File: src/rtl/display_pkg.sv
// Shared FSM encodings, active-low 7-segment glyphs and the BCD-nibble decoder
// used by the count display driver and its double-dabble engine.
package display_pkg;

  localparam logic [1:0] StIdle  = 2'd0;
  localparam logic [1:0] StShift = 2'd1;
  localparam logic [1:0] StDone  = 2'd2;

  // Cathode patterns, active low, ordered {g,f,e,d,c,b,a}
  localparam logic [6:0] SEG_0     = 7'b1000000;
  localparam logic [6:0] SEG_1     = 7'b1111001;
  localparam logic [6:0] SEG_2     = 7'b0100100;
  localparam logic [6:0] SEG_3     = 7'b0110000;
  localparam logic [6:0] SEG_4     = 7'b0011001;
  localparam logic [6:0] SEG_5     = 7'b0010010;
  localparam logic [6:0] SEG_6     = 7'b0000010;
  localparam logic [6:0] SEG_7     = 7'b1111000;
  localparam logic [6:0] SEG_8     = 7'b0000000;
  localparam logic [6:0] SEG_9     = 7'b0010000;
  localparam logic [6:0] SEG_BLANK = 7'b1111111;

  function automatic logic [6:0] seg_decode(input logic [3:0] nibble);
    logic [6:0] seg;
    case (nibble)
      4'd0:    seg = SEG_0;
      4'd1:    seg = SEG_1;
      4'd2:    seg = SEG_2;
      4'd3:    seg = SEG_3;
      4'd4:    seg = SEG_4;
      4'd5:    seg = SEG_5;
      4'd6:    seg = SEG_6;
      4'd7:    seg = SEG_7;
      4'd8:    seg = SEG_8;
      4'd9:    seg = SEG_9;
      default: seg = SEG_BLANK;
    endcase
    return seg;
  endfunction

endpackage

File: src/rtl/bin2bcd_seq.sv
// Sequential double-dabble converter: one shift per clock, WIDTH shifts per conversion,
// result presented on bcd_o during the single-cycle done_o pulse.
module bin2bcd_seq
  import display_pkg::*;
#(
  parameter int unsigned WIDTH = 8
) (
  input  logic             clk,
  input  logic             reset,
  input  logic             start_i,
  input  logic [WIDTH-1:0] value_i,
  output logic             busy_o,
  output logic [15:0]      bcd_o,
  output logic             done_o
);

  localparam int unsigned SW = 16 + WIDTH;
  localparam int unsigned CW = $clog2(WIDTH + 1);

  logic [1:0]    state_q, state_d;
  logic [SW-1:0] sr_q, sr_d, sr_adj;
  logic [CW-1:0] cnt_q, cnt_d;

  // Add-3 correction on every BCD nibble that would overflow past 9 after the shift
  always_comb begin
    sr_adj = sr_q;
    for (int i = 0; i < 4; i++) begin
      if (sr_q[WIDTH + 4*i +: 4] >= 4'd5) begin
        sr_adj[WIDTH + 4*i +: 4] = sr_q[WIDTH + 4*i +: 4] + 4'd3;
      end
    end
  end

  always_comb begin
    state_d = state_q;
    sr_d    = sr_q;
    cnt_d   = cnt_q;
    case (state_q)
      StIdle: begin
        if (start_i) begin
          sr_d    = {16'd0, value_i};
          cnt_d   = CW'(WIDTH - 1);
          state_d = StShift;
        end
      end
      StShift: begin
        sr_d = sr_adj << 1;
        if (cnt_q == '0) begin
          state_d = StDone;
        end else begin
          cnt_d = cnt_q - 1'b1;
        end
      end
      StDone:  state_d = StIdle;
      default: state_d = StIdle;
    endcase
  end

  always_ff @(posedge clk or posedge reset) begin
    if (reset) begin
      state_q <= StIdle;
      sr_q    <= '0;
      cnt_q   <= '0;
    end else begin
      state_q <= state_d;
      sr_q    <= sr_d;
      cnt_q   <= cnt_d;
    end
  end

  assign busy_o = (state_q != StIdle);
  assign done_o = (state_q == StDone);
  assign bcd_o  = sr_q[SW-1 -: 16];

endmodule

File: src/rtl/count_display_driver.sv
// Binary count -> BCD -> 4-digit multiplexed active-low 7-segment display.
// Optional LEADING_ZERO_BLANK_EN blanks leading zero digits (ones digit always shown).
module count_display_driver
  import display_pkg::*;
#(
  parameter int unsigned WIDTH       = 8,
  parameter int unsigned REFRESH_DIV = 100000
) (
  input  logic             clk,
  input  logic             reset,
  input  logic [WIDTH-1:0] value,
  output logic             busy,
  output logic [3:0]       anode,
  output logic [6:0]       seg
);

  localparam int unsigned RW = $clog2(REFRESH_DIV + 1);

  logic [WIDTH-1:0] shown_q, shown_d;
  logic [15:0]      digit_q, digit_d;
  logic [RW-1:0]    refresh_q, refresh_d;
  logic [1:0]       idx_q, idx_d;

  logic        conv_busy, conv_done, start;
  logic [15:0] conv_bcd;
  logic        wrap;

  // Launch only from an idle engine; changes seen while busy are picked up afterwards
  assign start = (value != shown_q) && !conv_busy;

  bin2bcd_seq #(
    .WIDTH (WIDTH)
  ) u_bin2bcd (
    .clk     (clk),
    .reset   (reset),
    .start_i (start),
    .value_i (value),
    .busy_o  (conv_busy),
    .bcd_o   (conv_bcd),
    .done_o  (conv_done)
  );

  assign wrap = (refresh_q == RW'(REFRESH_DIV - 1));

  always_comb begin
    shown_d   = start ? value : shown_q;
    digit_d   = conv_done ? conv_bcd : digit_q;
    refresh_d = wrap ? '0 : refresh_q + 1'b1;
    idx_d     = wrap ? idx_q + 2'd1 : idx_q;
  end

  always_ff @(posedge clk or posedge reset) begin
    if (reset) begin
      shown_q   <= '0;
      digit_q   <= '0;
      refresh_q <= '0;
      idx_q     <= '0;
    end else begin
      shown_q   <= shown_d;
      digit_q   <= digit_d;
      refresh_q <= refresh_d;
      idx_q     <= idx_d;
    end
  end

  // Display path reads only the committed digit registers, never the engine
  always_comb begin
    anode = ~(4'b0001 << idx_q);
    seg   = seg_decode(digit_q[4*idx_q +: 4]);
`ifdef LEADING_ZERO_BLANK_EN
    if ((idx_q != 2'd0) && ((digit_q >> (4*idx_q)) == 16'd0)) begin
      seg = SEG_BLANK;
    end
`else
`endif
  end

  assign busy = conv_busy;

endmodule

File: config.mk
export PLATFORM = sky130hd
export DESIGN_NAME = count_display_driver
export DESIGN_NICKNAME = d
export VERILOG_FILES = /design/src/rtl/display_pkg.sv /design/src/rtl/bin2bcd_seq.sv /design/src/rtl/count_display_driver.sv
export SDC_FILE = /design/constraint.sdc
export NUM_CORES = 1
export LEC_CHECK = 0
export BUFFER_PORTS_ARGS = -buffer_cell sky130_fd_sc_hd__buf_2
export CORE_MARGIN = 4
export CORE_UTILIZATION = 40
export DETAILED_ROUTE_END_ITERATION = 7
export HOLD_SLACK_MARGIN = 0.06
export MAX_ROUTING_LAYER = met4
export SYNTH_ARGS = -nofsm -noshare
export SYNTH_HDL_FRONTEND = slang
export SYNTH_SLANG_ARGS = --single-unit
export TNS_END_PERCENT = 20
File: constraint.sdc
create_clock -name clk -period 2.17 [get_ports clk]
set_input_delay 0.1085 -clock clk [delete_from_list [all_inputs] [get_ports clk]]
set_output_delay 0.1085 -clock clk [all_outputs]
set_load 0.02 [all_outputs]
==> results.yml, run 1 <==
status:
  status: "finished clean"
timing:
  setup_violations: 0
  rsz0062_at_grt: "yes"
  finalClockSkew_ns: 0.0157
  finalWorstSetupSlack_ns: 0.0170
  fmax_ghz: 0.464
  finalHoldViolCount: 0
  fin_crit_sh_pct: 99.2
  tightestPinTransition_ns: 0.688
  max-slew-margin-rel_pct: 54.2
  fin_crit_ns: 2.15
  drv_slew: 0
synth:
  synthTopCellsByCount: "73 x dfrtp_1, 28 x nand2_1, 23 x inv_1, 23 x xnor2_1"
  synth_top_area_share_pct: 47.7
  yosysWarnings: 0
  yosysMostFrequentCell: "dfrtp_1"
  ys_ff_latch: 73
  synth-main-ff-cell: "dfrtp_1"
  netlist_top_cells_area: "dfrtp_1 48%, ha_1 6.2%, mux2_2 6.2%"
  synth_top_area_cell: "dfrtp_1"
  syn_area_um2: 3830
  syn_inst: 358
  ys_types: 47
  syn-num-nets: 387
  async_reset_ff_share_pct: 100
  ys_seq_area_share_pct: 47.7
  synth_enable_flop_cells: 0
  syn_avg_cell_area_um2: 10.7
floorplan:
  core_area_um2: 9280
  fp.dieW_um: 106
  row_count: 35
  ios: 22
  start_util_pct: 41.2
  die-area_um2: 11200
  die_y_um: 106
worst_setup_path:
  cp-end-kind: "output port"
  cp_max_fo: 3
  path_class: "flop to output port"
  cp.required_ns: 2.06
  crit_arrival_ns: 2.04
  r2r_slack_ns: 0.31
  start_kind: "flop"
placed_design:
  place_congestion: 0.804
  placed_cells: 503
  portBuffers: 21
  hpwl_um: 4860
  pre_cts_ws_ns: 0.220
  placed_area_um2: 4110
layout:
  area_growth_pct: 17.2
  layout.nets: 430
  finalInstanceArea_um2: 4490
  diodes: 0
  drive_gt1_share_pct: 24.4
  post_layout_nonfiller_instances: 535
detailed_routing:
  drc_errors: 0
  drt_iter0_drc: 100
  vias_per_cell: 5.03
  vias: 2692
  firstDrtPassIters: 4
  post_drt_wl_per_cell_um: 13.4
  drtAntennaViolNets: 0
  finalWirelength_um: 7150
power:
  peakVddDrop_mv: 0.605
  total_power_mw: 5.67
  powerDensity_nw_per_um2: 1260
  p_leak_nw: 1.95
clock_tree:
  clockRootBuffer: "clkbuf_8"
  cts.clk_slew.worst_paths_ns: 0.09
  cts-htree-levels: 3
  cts_buffer_depth: 2
  clk_latency_ns: 0.35
  cts.sinks: 73
  cts_made_buffers: 9
  tritoncts: "done"
global_routing:
  grt_use_met2_pct: 22.0
  grt_overflow: 0
  grt_max_degree: 52
  top_usage_layer: "met2"
  grt_pass1_wl_um: 12500
  grtUsageMet3_pct: 4.35
  grt_use_met1_pct: 18.3
  antenna_found_initial: 0
  track_usage_pct: 14.2
  grt_pass1_vias: 2701
job:
  cap_violations: 0
hold_path:
  hp-class: "input pin to async pin"
-- stage by stage --
stage	utilization (%)	setup TNS [ns]	hold WS, ns
2_1_floorplan	-	0	0.248
5_1_grt	48.3	-0.541	0.360
4_1_cts	48.1	-0.146	0.332
6_report	48.3	0	0.331
3_3_place_gp	44.3	0	0.173
3_5_place_dp	44.3	0	0.176
-- where the power goes --
part           total [mW]  internal, mW  switching [mW]
sequential           2.14          1.80           0.341
clock               0.991         0.458           0.533
combinational        2.53          1.24            1.29
total                5.67          3.50            2.17
-- critical path, stage by stage, from the launching register on --
cell     delay (ns)
dfrtp_2        0.41
mux4_2         0.55
ha_2           0.19
or2_0          0.21
a21oi_2        0.14
nor2_1         0.06
buf_4          0.15
-- layout make-up --
cell class / count / area (um2)
Clock buffer: 10 / 138
Fill cell: 879 / 4800
Inverter: 23 / 86.3
Timing Repair Buffer: 48 / 360
Multi-Input combinational cell: 246 / 1860
Sequential cell: 73 / 1830
Clock inverter: 6 / 48.8
Tap cell: 129 / 161
-- cell usage in the layout, fill, tap and decap left out, types with 3 or more instances in the layout --
master         count
nand4_1           10
mux4_2             5
a31oi_1            4
and2_1             9
o21ai_0           17
nand3_1            6
buf_4             19
and4_1             3
inv_6              3
xor2_1             6
clkinvlp_4         3
mux2_2            21
a21oi_1           13
ha_1              17
inv_2              3
dfrtp_1           71
nor2_1            20
nor3b_1            3
a221o_1            7
nand2b_1           7
dlygate4sd3_1      9
nor2b_1            3
o22ai_1           10
clkbuf_8          10
xnor2_1           23
nor4b_1            5
inv_1             20
nand2_1           28
buf_2             17
-- what timing repair did --
action / 4_1_cts / 5_1_grt
hold endpoints to repair: 38 / 0
pin swaps: 4 / 0
buffers inserted: 6 / 0
hold buffers: 9 / 0
gates resized for setup: 10 / 8
endpoints found under the setup margin: 7 / 7
gates cloned: 1 / 0
-- per-layer routing --
metal	share of wire (%)	vias to the layer above
met2	46	40
met5	0	-
met3	4.0	5
li1	-	1340
met4	0.80	0
met1	49	1307
-- registers in the layout, indices dropped and copies added, names as in the netlist --
| name | count |
|---|---|
| u_bin2bcd.state_q | 2 |
| u_bin2bcd.cnt_q | 4 |
| shown_q | 8 |
| idx_q | 2 |
| u_bin2bcd.sr_q | 24 |
| digit_q | 16 |
| refresh_q | 17 |
-- kinds of logic after synthesis --
| family | share of synthesized area (%) |
|---|---|
| AND/OR/NAND/NOR | 15.3 |
| flip-flops | 47.7 |
| AO/OA/AOI/OAI | 11.0 |
| buffers and inverters | 4.45 |
| XOR/XNOR | 6.64 |
| multiplexers | 8.73 |
| adder cells (fa/ha/maj) | 6.21 |
-- worst paths after layout --
| check | cells past startpoint | endpoint | startpoint |
|---|---|---|---|
| worst max-delay path | 6 | seg[0] | idx_q[0]$_DFFE_PP0N_ |
| worst min register to register | 1 | refresh_q[0]$_DFF_PP0_ | refresh_q[0]$_DFF_PP0_ |
| worst min-delay path | 3 | u_bin2bcd.sr_q[2]$_DFFE_PP0P_ | reset |
| max in group asynchronous | 4 | idx_q[0]$_DFFE_PP0N_ | reset |
| worst max register to register | 5 | u_bin2bcd.sr_q[13]$_DFFE_PP0P_ | shown_q[7]$_DFFE_PP0P_ |
| min in group clk | 1 | refresh_q[0]$_DFF_PP0_ | refresh_q[0]$_DFF_PP0_ |
No activity file was read; power rests on OpenSTA's default activity.
==> run 2: changes to the inputs <==
--- a/config.mk
+++ b/config.mk
@@ -7,10 +7,11 @@
 export LEC_CHECK = 0
 export BUFFER_PORTS_ARGS = -buffer_cell sky130_fd_sc_hd__buf_2
 export CORE_MARGIN = 4
-export CORE_UTILIZATION = 40
+export CORE_UTILIZATION = 45
 export DETAILED_ROUTE_END_ITERATION = 7
 export HOLD_SLACK_MARGIN = 0.06
 export MAX_ROUTING_LAYER = met4
+export PLACE_DENSITY = 0.74
 export SYNTH_ARGS = -nofsm -noshare
 export SYNTH_HDL_FRONTEND = slang
 export SYNTH_SLANG_ARGS = --single-unit
==> results.yml, run 2 (same netlist as run 1, synthesis figures left out) <==
status:
  status: "finished with violations"
  failed_checks: "setup timing"
clock_tree:
  cts_buffer_depth: 2
  cts-htree-levels: 3
  clk_latency_ns: 0.36
  cts_made_buffers: 9
  clockRootBuffer: "clkbuf_8"
  tritoncts: "done"
  cts.clk_slew.worst_paths_ns: 0.08
  cts.sinks: 73
worst_setup_path:
  r2r_slack_ns: 0.44
  ff2ff_path_depth: 5
  slowest_delay_ns: 0.56
  path_class: "flop to output port"
  worst-path-buf-inv: 1
  cp.required_ns: 2.06
  cp_slowest_cell: "mux4_2"
  reg2reg_to: "u_bin2bcd.sr_q[7]$_DFFE_PP0P_"
  cp_max_fo: 3
  crit_arrival_ns: 2.08
  cp-end-kind: "output port"
  start_kind: "flop"
  crit_family: "multiplexers"
  cp_cell_sequence: "mux4_2 -> ha_2 -> or2_0 -> a21oi_2 -> nor2_1 -> buf_4"
  r2r_start: "shown_q[6]$_DFFE_PP0P_"
placed_design:
  pre_cts_ws_ns: 0.193
  placed_cells: 480
  hpwl_um: 4970
  place_congestion: 0.857
  portBuffers: 21
detailed_routing:
  vias_per_cell: 5.30
  finalWirelength_um: 7560
  drtAntennaViolNets: 0
  drt_iter0_drc: 123
  drc_errors: 0
  post_drt_wl_per_cell_um: 14.7
  firstDrtPassIters: 4
  vias: 2736
timing:
  finalHoldViolCount: 0
  fin_crit_sh_pct: 101
  drv_slew: 0
  fmax_ghz: 0.456
  finalWorstSetupSlack_ns: -0.0224
  rsz0062_at_grt: "yes"
  fin_crit_ns: 2.19
  finalSetupTns_ns: -0.0401
  max-slew-margin-rel_pct: 47.3
  setup_violations: 3
  tightestPinTransition_ns: 0.791
  finalClockSkew_ns: 0.00896
floorplan:
  row_count: 33
  ios: 22
  die_y_um: 100
  start_util_pct: 46.3
  core_area_um2: 8260
  die-area_um2: 10000
  fp.dieW_um: 100
global_routing:
  track_usage_pct: 17.0
  grt_max_degree: 64
  antenna_found_initial: 0
  grt_overflow: 0
  grt_pass1_vias: 2854
  grt_pass1_wl_um: 13400
layout:
  diodes: 0
  layout.nets: 435
  post_layout_nonfiller_instances: 516
  largest_reg_flops: 24
  layout_common_cells: "71 x dfrtp_1, 28 x nand2_1, 26 x buf_4"
  regMostFlops: "u_bin2bcd.sr_q"
  reg_top3: "u_bin2bcd.sr_q x24, refresh_q x17, digit_q x16"
  final_common_cell: "dfrtp_1"
  area_growth_pct: 17.6
  drive_gt1_share_pct: 25.1
power:
  peakVddDrop_mv: 0.642
  p_leak_nw: 1.99
  total_power_mw: 5.84
  powerDensity_nw_per_um2: 1300
hold_path:
  hp-class: "input pin to async pin"
job:
  cap_violations: 0
run 2: cell count changes in the layout (fill, tap and decap cells not counted), sizes merged:
cell / before / now
buf: 39 / 44
clkinv: 0 / 3
inv: 26 / 25
clkinvlp: 3 / 1
clkbuf: 10 / 9
bufinv: 0 / 1
run 2: report_power, final:
part / internal, mW / total, mW / switching [mW]
sequential: 1.80 / 2.15 / 0.349
combinational: 1.27 / 2.60 / 1.33
clock: 0.540 / 1.09 / 0.547
total: 3.62 / 5.84 / 2.22
run 2: how the worst max path moves through the flow:
| stage | slack [ns] | endpoint | startpoint | cells past startpoint |
|---|---|---|---|---|
| finish | -0.02 | seg[0] | idx_q[0]$_DFFE_PP0N_ | 6 |
| global route | -0.14 | seg[0] | idx_q[0]$_DFFE_PP0N_ | 6 |
| CTS | -0.06 | seg[0] | idx_q[0]$_DFFE_PP0N_ | 6 |
| detailed placement | 0.19 | seg[3] | idx_q[0]$_DFFE_PP0N_ | 7 |
| global placement | 0.27 | seg[3] | idx_q[0]$_DFFE_PP0N_ | 7 |
| floorplan | 0.12 | seg[3] | idx_q[0]$_DFFE_PP0N_ | 7 |
run 2: area by class of cell:
type	instances	area (um2)
clock buffers	9	124
clock inverters	7	77.6
fillers	703	3760
inverters	23	86.3
multi-input cells	246	1860
flip-flops and latches	73	1830
well taps	105	131
repair buffers	53	397
run 2: repair_timing:
action	CTS	global route
gates resized for setup	8	9
setup endpoints to repair	7	7
hold buffers	9	0
buffers inserted	10	0
pin swaps	3	2
cloned	1	0
hold endpoints to repair	88	0
run 2: metal layers:
metal	vias up	track usage, %	routed length [um]
met5	-	-	0
met2	46	26.1	3550
met4	0	7.88	202
met1	1315	21.7	3590
met3	23	3.34	229
li1	1352	-	-
run 2: through the flow:
step                instance area [um2]  hold WS, ns  util, %
floorplan                          3830        0.248        -
global placement                   4090       0.0521     49.5
detailed placement                 4090       0.0593     49.5
CTS                                4480        0.225     54.3
global route                       4500        0.262     54.5
finish                             4500        0.232     54.5
run 2: worst min-delay path: cells and delay by family:
kind     cells  cell delay, ns
buf+inv      3            0.86
==> run 3: changes to the inputs <==
--- a/config.mk
+++ b/config.mk
@@ -5,13 +5,13 @@
 export SDC_FILE = /design/constraint.sdc
 export NUM_CORES = 1
 export LEC_CHECK = 0
-export BUFFER_PORTS_ARGS = -buffer_cell sky130_fd_sc_hd__buf_2
 export CORE_MARGIN = 4
 export CORE_UTILIZATION = 45
 export DETAILED_ROUTE_END_ITERATION = 7
+export DONT_BUFFER_PORTS = 1
 export HOLD_SLACK_MARGIN = 0.06
 export MAX_ROUTING_LAYER = met4
-export PLACE_DENSITY = 0.74
+export PLACE_DENSITY = 0.72
 export SYNTH_ARGS = -nofsm -noshare
 export SYNTH_HDL_FRONTEND = slang
 export SYNTH_SLANG_ARGS = --single-unit
==> constraint.sdc (replaced) <==
create_clock -name clk -period 2.17 [get_ports clk]
set_input_delay 0 -clock clk [delete_from_list [all_inputs] [get_ports clk]]
set_output_delay 0 -clock clk [all_outputs]
set_load 0.02 [all_outputs]
==> results.yml, run 3 (same netlist as run 1, synthesis figures left out) <==
worst_setup_path:
  r2r_slack_ns: 0.37
  path_class: "flop to output port"
  cp_max_fo: 5
  crit_arrival_ns: 2.10
  cp-end-kind: "output port"
  cp.required_ns: 2.17
  start_kind: "flop"
floorplan:
  core_area_um2: 8260
  die-area_um2: 10000
  fp.dieW_um: 100
  start_util_pct: 46.3
  die_y_um: 100
  row_count: 33
  ios: 22
timing:
  fin_crit_sh_pct: 96.8
  fin_crit_ns: 2.10
  finalClockSkew_ns: 0.00896
  fmax_ghz: 0.476
  tightestPinTransition_ns: 0.705
  setup_violations: 0
  max-slew-margin-rel_pct: 53.0
  whs_ns: 0.138
  drv_slew: 0
  finalHoldViolCount: 0
power:
  p_comb_share_pct: 41.0
  p_leak_nw: 1.92
  powerDensity_nw_per_um2: 1340
  total_power_mw: 5.92
  p_sw_mw: 2.11
  p_int_mw: 3.81
  seq_power_share_pct: 36.2
  p_clk_share_pct: 22.8
  peakVddDrop_mv: 0.717
  power_switching_share_pct: 35.7
layout:
  largest_reg_flops: 24
  diodes: 0
  drive_gt1_share_pct: 19.4
  layout.nets: 411
  finalInstanceArea_um2: 4410
  reg_top3: "u_bin2bcd.sr_q x24, refresh_q x17, digit_q x16"
  regMostFlops: "u_bin2bcd.sr_q"
  multiInputGateArea_um2: 1850
  layout_common_cells: "71 x dfrtp_1, 28 x nand2_1, 23 x xnor2_1"
  regArea_um2: 1830
  area_growth_pct: 15.2
  final_common_cell: "dfrtp_1"
  final_util_pct: 53.4
  fillerInstances: 712
detailed_routing:
  wl_met2_um: 3520
  post_drt_wl_per_cell_um: 14.8
  met3RoutedLength_um: 235
  met1_length_um: 3430
  drt_iter0_drc: 144
  highest_layer: "met4"
  firstDrtPassIters: 4
  finalWirelength_um: 7270
  drtAntennaViolNets: 0
  drc_errors: 0
  vias_per_cell: 5.45
  vias: 2681
placed_design:
  hpwl_um: 5040
  placed_area_um2: 3970
  portBuffers: 0
  place_congestion: 0.787
clock_tree:
  cts.sinks: 73
  cts.clk_slew.worst_paths_ns: 0.08
  cts_made_buffers: 9
  cts_buffer_depth: 2
  cts-htree-levels: 3
  tritoncts: "done"
  clockRootBuffer: "clkbuf_8"
  clk_latency_ns: 0.34
global_routing:
  antenna_found_initial: 0
  grt_pass1_vias: 2726
  grt_pass1_wl_um: 12700
  grt_max_degree: 35
  track_usage_pct: 16.4
  grt_overflow: 0
hold_path:
  hp-class: "input pin to async pin"
status:
  status: "finished clean"
job:
  cap_violations: 0
-- run 3: layout make-up --
| type | instances | area share [%] |
|---|---|---|
| clock buffers | 12 | 3.75 |
| clock inverters | 4 | 2.21 |
| inverters | 23 | 1.96 |
| multi-input cells | 246 | 42.1 |
| flip-flops and latches | 73 | 41.5 |
| well taps | 105 | 2.98 |
| repair buffers | 29 | 5.54 |
-- run 3: what timing repair did --
| item | in CTS | in global routing |
|---|---|---|
| gates cloned | 0 | 1 |
| gates resized for setup | 2 | 6 |
| pin swaps | 0 | 1 |
| buffers inserted | 2 | 5 |
| hold endpoints to repair | 89 | 0 |
| hold buffers | 9 | 0 |
| endpoints found under the setup margin | 4 | 6 |
-- run 3: stage by stage --
stage | TNS (ns) | worst slack [ns] | std cells
2_1_floorplan | 0 | 0.228 | 358
3_3_place_gp | 0 | 0.390 | 459
3_5_place_dp | 0 | 0.299 | 459
4_1_cts | -0.0164 | -0.00621 | 486
5_1_grt | -0.00652 | -0.00652 | 492
6_report | 0 | 0.0700 | 492
-- run 3: critical path, stage by stage, from the launching register on --
cell and delay, ns:
dfrtp_2 0.41, mux4_2 0.59, buf_4 0.17, ha_1 0.20, nor2b_1 0.13, o22a_2 0.25
-- run 3: path summary, 6_finish.rpt --
kind                                              from                              to  depth (start not counted)
worst min-delay path                             reset          refresh_q[9]$_DFF_PP0_                          2
worst max register to register  shown_q[7]$_DFFE_PP0P_  u_bin2bcd.sr_q[18]$_DFFE_PP0P_                          5
worst max-delay path              idx_q[0]$_DFFE_PP0N_                          seg[2]                          5
min in group clk                              value[6]   u_bin2bcd.sr_q[0]$_DFFE_PP0P_                          4
worst min register to register  digit_q[8]$_DFFE_PP0N_          digit_q[8]$_DFFE_PP0N_                          2
max in group asynchronous                        reset            idx_q[0]$_DFFE_PP0N_                          3
-- run 3: power by group through the flow --
| stage | registers (mW) | logic, mW | clock network [mW] |
|---|---|---|---|
| floorplan | 2.05 | 1.88 | 0 |
| global placement | 2.13 | 2.22 | 0 |
| detailed placement | 2.15 | 2.32 | 0 |
| CTS | 2.14 | 2.36 | 1.39 |
| global route | 2.21 | 2.73 | 1.45 |
| finish | 2.14 | 2.43 | 1.35 |
-- run 3: metal layers --
layer,global-route usage (%),up-vias
li1,-,1307
met1,20.7,1332
met2,25.5,34
met3,3.34,8
met4,7.46,0
met5,-,-
